## src/rtl/contador_pkg.sv

```systemverilog
// Shared definitions for the pop-counter readout path: FSM state encoding and
// default counter geometry, also used by the counter block itself.
package contador_pkg;

    typedef logic [1:0] state_t;

    localparam state_t S_IDLE = 2'd0;
    localparam state_t S_REQ  = 2'd1;
    localparam state_t S_GAP  = 2'd2;
    localparam state_t S_DONE = 2'd3;

    localparam int DEF_DATA_W  = 5;
    localparam int DEF_NUM_CNT = 5;
    localparam int DEF_IDX_W   = 3;

endpackage

```

## src/rtl/contador_snapshot_bank.sv

```systemverilog
// NUM_CNT x DATA_W snapshot register file: one write port selected by index,
// all entries visible in parallel on the flat counts bus.
module contador_snapshot_bank
    import contador_pkg::*;
#(
    parameter int DATA_W  = DEF_DATA_W,
    parameter int NUM_CNT = DEF_NUM_CNT,
    parameter int IDX_W   = DEF_IDX_W
) (
    input  logic                      CLK,
    input  logic                      reset,
    input  logic                      we,
    input  logic [IDX_W-1:0]          widx,
    input  logic [DATA_W-1:0]         wdata,
    output logic [NUM_CNT*DATA_W-1:0] counts
);

    genvar gi;
    generate
        for (gi = 0; gi < NUM_CNT; gi++) begin : g_entry
            logic [DATA_W-1:0] entry_reg;

            always_ff @(posedge CLK or negedge reset) begin
                if (!reset) begin
                    entry_reg <= '0;
                end else if (we && (widx == IDX_W'(gi))) begin
                    entry_reg <= wdata;
                end
            end

            assign counts[gi*DATA_W +: DATA_W] = entry_reg;
        end
    endgenerate

endmodule

```

## src/rtl/contador_reader.sv

```systemverilog
// Sweeps counters 0..NUM_CNT-1 over the req/valid readout port into a snapshot bank.
// Optional per-index response timeout: define CONTADOR_READER_TIMEOUT_EN.
module contador_reader
    import contador_pkg::*;
#(
    parameter int DATA_W  = DEF_DATA_W,
    parameter int NUM_CNT = DEF_NUM_CNT,
    parameter int IDX_W   = DEF_IDX_W
`ifdef CONTADOR_READER_TIMEOUT_EN
    ,
    parameter int TIMEOUT = 15
`endif
) (
    input  logic                      CLK,
    input  logic                      reset,
    input  logic                      start,
    input  logic                      IDLE,
    input  logic [DATA_W-1:0]         data,
    input  logic                      valid,
    output logic                      req,
    output logic [IDX_W-1:0]          idx,
    output logic [NUM_CNT*DATA_W-1:0] counts,
    output logic                      busy,
    output logic                      done,
    output logic                      err
);

    state_t            state_reg, state_next;
    logic              req_reg, req_next;
    logic [IDX_W-1:0]  idx_reg, idx_next;
    logic              busy_reg, busy_next;
    logic              done_reg, done_next;
    logic              err_reg, err_next;

    logic              abort;
    logic              capture;
    logic              last_idx;
    logic              timeout_hit;

    // idx_reg doubles as the sweep position k.
    assign last_idx = (idx_reg == IDX_W'(NUM_CNT - 1));

`ifdef CONTADOR_READER_TIMEOUT_EN
    localparam int WAIT_W = $clog2(TIMEOUT + 1);

    logic [WAIT_W-1:0] wait_reg, wait_next;

    assign timeout_hit = (state_reg == S_REQ) && !valid &&
                         (wait_reg == WAIT_W'(TIMEOUT - 1));

    always_comb begin
        wait_next = wait_reg;
        if (state_reg != S_REQ) begin
            wait_next = '0;
        end else if (!valid) begin
            wait_next = wait_reg + WAIT_W'(1);
        end
    end

    always_ff @(posedge CLK or negedge reset) begin
        if (!reset) begin
            wait_reg <= '0;
        end else begin
            wait_reg <= wait_next;
        end
    end
`else
    assign timeout_hit = 1'b0;
`endif

    always_ff @(posedge CLK or negedge reset) begin
        if (!reset) begin
            state_reg <= S_IDLE;
            req_reg   <= 1'b0;
            idx_reg   <= '0;
            busy_reg  <= 1'b0;
            done_reg  <= 1'b0;
            err_reg   <= 1'b0;
        end else begin
            state_reg <= state_next;
            req_reg   <= req_next;
            idx_reg   <= idx_next;
            busy_reg  <= busy_next;
            done_reg  <= done_next;
            err_reg   <= err_next;
        end
    end

    // Losing IDLE beats a simultaneous valid, so an aborting sweep never captures.
    always_comb begin
        state_next = state_reg;
        abort      = 1'b0;
        capture    = 1'b0;
        case (state_reg)
            S_IDLE: begin
                if (start && IDLE) begin
                    state_next = S_REQ;
                end
            end
            S_REQ: begin
                if (!IDLE || timeout_hit) begin
                    abort      = 1'b1;
                    state_next = S_IDLE;
                end else if (valid) begin
                    capture    = 1'b1;
                    state_next = S_GAP;
                end
            end
            S_GAP: begin
                if (!IDLE) begin
                    abort      = 1'b1;
                    state_next = S_IDLE;
                end else if (last_idx) begin
                    state_next = S_DONE;
                end else begin
                    state_next = S_REQ;
                end
            end
            S_DONE: begin
                state_next = S_IDLE;
            end
            default: begin
                state_next = S_IDLE;
            end
        endcase
    end

    // Outputs are registered, so they are derived from the upcoming state.
    always_comb begin
        req_next  = (state_next == S_REQ);
        busy_next = (state_next == S_REQ) || (state_next == S_GAP);
        done_next = (state_next == S_DONE);
        err_next  = abort;
        idx_next  = idx_reg;
        if ((state_reg == S_IDLE) && (state_next == S_REQ)) begin
            idx_next = '0;
        end else if ((state_reg == S_GAP) && (state_next == S_REQ)) begin
            idx_next = idx_reg + IDX_W'(1);
        end
    end

    contador_snapshot_bank #(
        .DATA_W  (DATA_W),
        .NUM_CNT (NUM_CNT),
        .IDX_W   (IDX_W)
    ) u_bank (
        .CLK    (CLK),
        .reset  (reset),
        .we     (capture),
        .widx   (idx_reg),
        .wdata  (data),
        .counts (counts)
    );

    assign req  = req_reg;
    assign idx  = idx_reg;
    assign busy = busy_reg;
    assign done = done_reg;
    assign err  = err_reg;

endmodule

```

## config.mk

```make
export PLATFORM = sky130hd
export DESIGN_NAME = contador_reader
export DESIGN_NICKNAME = d
export VERILOG_FILES = /design/src/rtl/contador_pkg.sv /design/src/rtl/contador_snapshot_bank.sv /design/src/rtl/contador_reader.sv
export SDC_FILE = /design/constraint.sdc
export NUM_CORES = 1
export LEC_CHECK = 0
export ABC_AREA = 0
export CORE_ASPECT_RATIO = 0.7
export CORE_MARGIN = 4
export CORE_UTILIZATION = 51
export CTS_CLUSTER_SIZE = 14
export DETAILED_ROUTE_END_ITERATION = 8
export PLACE_DENSITY = 0.84
export REMOVE_ABC_BUFFERS = 1
export SETUP_SLACK_MARGIN = 0.5
export SLEW_MARGIN = 20
export SYNTH_ARGS = -nofsm -noshare
export SYNTH_HDL_FRONTEND = slang
export SYNTH_SLANG_ARGS = --single-unit
export TNS_END_PERCENT = 50
```

## constraint.sdc

```tcl
create_clock -name CLK -period 3.8 [get_ports CLK]
set_input_delay 0.57 -clock CLK [delete_from_list [all_inputs] [get_ports CLK]]
set_output_delay 0.57 -clock CLK [all_outputs]
set_load 0.05 [all_outputs]
```

==> key figures <==
Clock tree
  – Post-CTS Setup Bufs: 0
  – Clock Path Buffers: 2
  – Post-CTS Resized: 0
  – Clock root buffer: clkbuf_8
  – Clock Latency Late Sink: 290 ps
  – CTS tree: yes
  – CTS clk-pin slew, worst paths: 80 ps
  – Clock sinks: 34
  – Htree depth: 2
  – Hold buffers post-CTS: 0
  – CTS buffer count: 5

Global route
  – Busiest grt layer: met2
  – GRT Util Overall: 0.189
  – First-pass GRT wire length: 5.39 mm
  – Vias in the first global route: 1059
  – Met3 Use GR: 0.0477
  – Met2 usage: 0.294
  – Largest net degree at the start of global routing: 34
  – Initial antenna violation count: 0
  – Met1 Use GR: 0.245
  – Global route total overflow: 0

Finish
  – # diodes: 0
  – Layout cells sized above 1: 0.256
  – Most frequent cells in the layout: 41 x clkdlybuf4s50_1, 34 x dfrtp_1, 15 x mux2_4, 11 x ha_1, 10 x mux2_2
  – Largest register FFs: 25
  – Area Overhead vs Synth: 35.2%
  – Most common cell after layout, fill and taps aside: clkdlybuf4s50_1
  – Nets: 180
  – Filler cells: 186

Synth
  – Sequential cell area fraction in the yosys report: 0.540
  – Syn Area/Cell: 14.2 sq um
  – Synth cell types: 25
  – Post-synthesis compound-gate area fraction: 0.0516
  – Mux cell area share after synthesis: 0.214
  – Synthesized cell area: 1580 sq um
  – Synth Instances: 111
  – Post-synthesis simple-gate area fraction: 0.0874
  – Yosys warns: 0
  – Synth Area in Adders: 0.0874
  – #FFs+latches synth: 34
  – Post-synthesis xor/xnor area fraction: 0
  – Largest family of logic cells by synthesized area: multiplexers

Detailed routing
  – Drt total wl: 3.45 mm
  – Routed Antenna Nets: 0
  – DR iter-0 viols: 76
  – Drt pass-1 iters: 4
  – Routed vias/inst: 5.39
  – WL per Instance: 17.6 microns
  – DRC errors left: 0
  – Total number of vias: 1057

Setup path
  – Critical path type: in -> reg
  – CP endpoint kind: flop
  – Reg2Reg Depth: 9
  – Critical Path AT: 2390 ps
  – CP Launch Type: primary input
  – Crit Path Max Fanout: 7
  – WP data required: 3960 ps

STA
  – Setup TNS: 0 ps
  – Final Max Slew Viols: 0
  – Max-slew headroom: 0.652
  – Setup-violating endpoint count in the final report: 0
  – Final Cycle Share: 0.589
  – Tmin final: 2240 ps
  – Unrepaired setup endpoints after global routing: no
  – Fin. Hold Viols: 0
  – Layout Skew: 10.3 ps
  – Max Clock Freq: 0.447 GHz
  – Worst-Margin Slew: 520 ps

Placement
  – I/O Buffers: 41
  – Placer congestion estimate: 0.921
  – Post-DP HPWL: 2.58 mm

Hold path
  – Worst Hold Class: in -> async

Run
  – Max cap viols: 0

Floorplanning
  – Starting density of the core: 0.546
  – Die area: 4060 sq um
  – Core area: 2880 sq um
  – Die height: 54.5 microns
  – Num rows: 16
  – Die X: 74.4 microns
  – Top Ports: 42

Run status
  – Status: completed
-- worst max-delay path, cell delays in order --
cell and delay (ps):
clkdlybuf4s50_1 580, or2b_1 250, a21oi_1 150, a31oi_1 80
ha_1 300, and3b_1 190, a21oi_1 140, o221ai_1 130
-- Yosys cell counts (all sizes together) --
cell type | n | area share
nand3b | 1 | 0.0048
and3b | 1 | 0.0056
nand4 | 1 | 0.0040
a21oi | 3 | 0.0095
o221ai | 1 | 0.0056
nor2b | 2 | 0.0079
nand2 | 8 | 0.033
or2b | 1 | 0.0048
a31o | 1 | 0.0056
nor2 | 1 | 0.0024
a22o | 1 | 0.0064
and4b | 1 | 0.0087
o22ai | 2 | 0.0079
inv | 7 | 0.017
o21ai | 4 | 0.013
nand3 | 2 | 0.0064
dfrtp | 34 | 0.54
a31oi | 1 | 0.0040
and2b | 1 | 0.0056
clkbuf | 1 | 0.0024
mux2 | 25 | 0.21
ha | 11 | 0.087
and3 | 1 | 0.0040
-- cell families after synthesis --
family                     Yosys count
AOI/OAI and AO/OA                   13
muxes                               25
and+or+nand+nor                     20
DFF                                 34
buffers and inverters                8
adders and majority gates           11
-- per-stage QoR --
step                      std cells  cell area (sq um)  hold slack [ps]   util  worst slack (ps)
after floorplan                 110               1570              274      -              1690
after global placement          188               2030              490  0.706              1390
after detailed placement        188               2030              495  0.706              1280
after CTS                       196               2130              422  0.739              1590
after global routing            196               2130              432  0.739              1460
final                           196               2130              425  0.739              1560
-- layer usage --
layer / vias up / part of all wire
li1: 491 / -
met3: 2 / 0.048
met2: 31 / 0.49
met5: - / 0
met4: 0 / 0.0070
met1: 533 / 0.45
-- final timing paths --
kind / start / end / slack [ps]
worst max-delay path: IDLE / idx[2] / 1560
worst min-delay path: reset / done / 430
worst max register to register: state_reg[1] / idx[2] / 1580
worst min register to register: u_bank.g_entry[3].entry_reg[1] / u_bank.g_entry[3].entry_reg[1] / 510
max in group asynchronous: reset / u_bank.g_entry[2].entry_reg[4] / 2770
min in group CLK: u_bank.g_entry[3].entry_reg[1] / u_bank.g_entry[3].entry_reg[1] / 510
-- layout make-up --
class                   count  area (sq um)  share of cell area
multi-input cells          69           694               0.326
inverters                   7          26.3              0.0123
repair buffers             42           418               0.196
clock buffers               6          82.6              0.0388
clock inverters             2          12.5             0.00588
flip-flops and latches     34           851               0.400
well taps                  36          45.0              0.0212
Power is left out: the tool's default activity adds up to more than one toggle a clock period on the data nets, which glitch-free logic cannot reach.
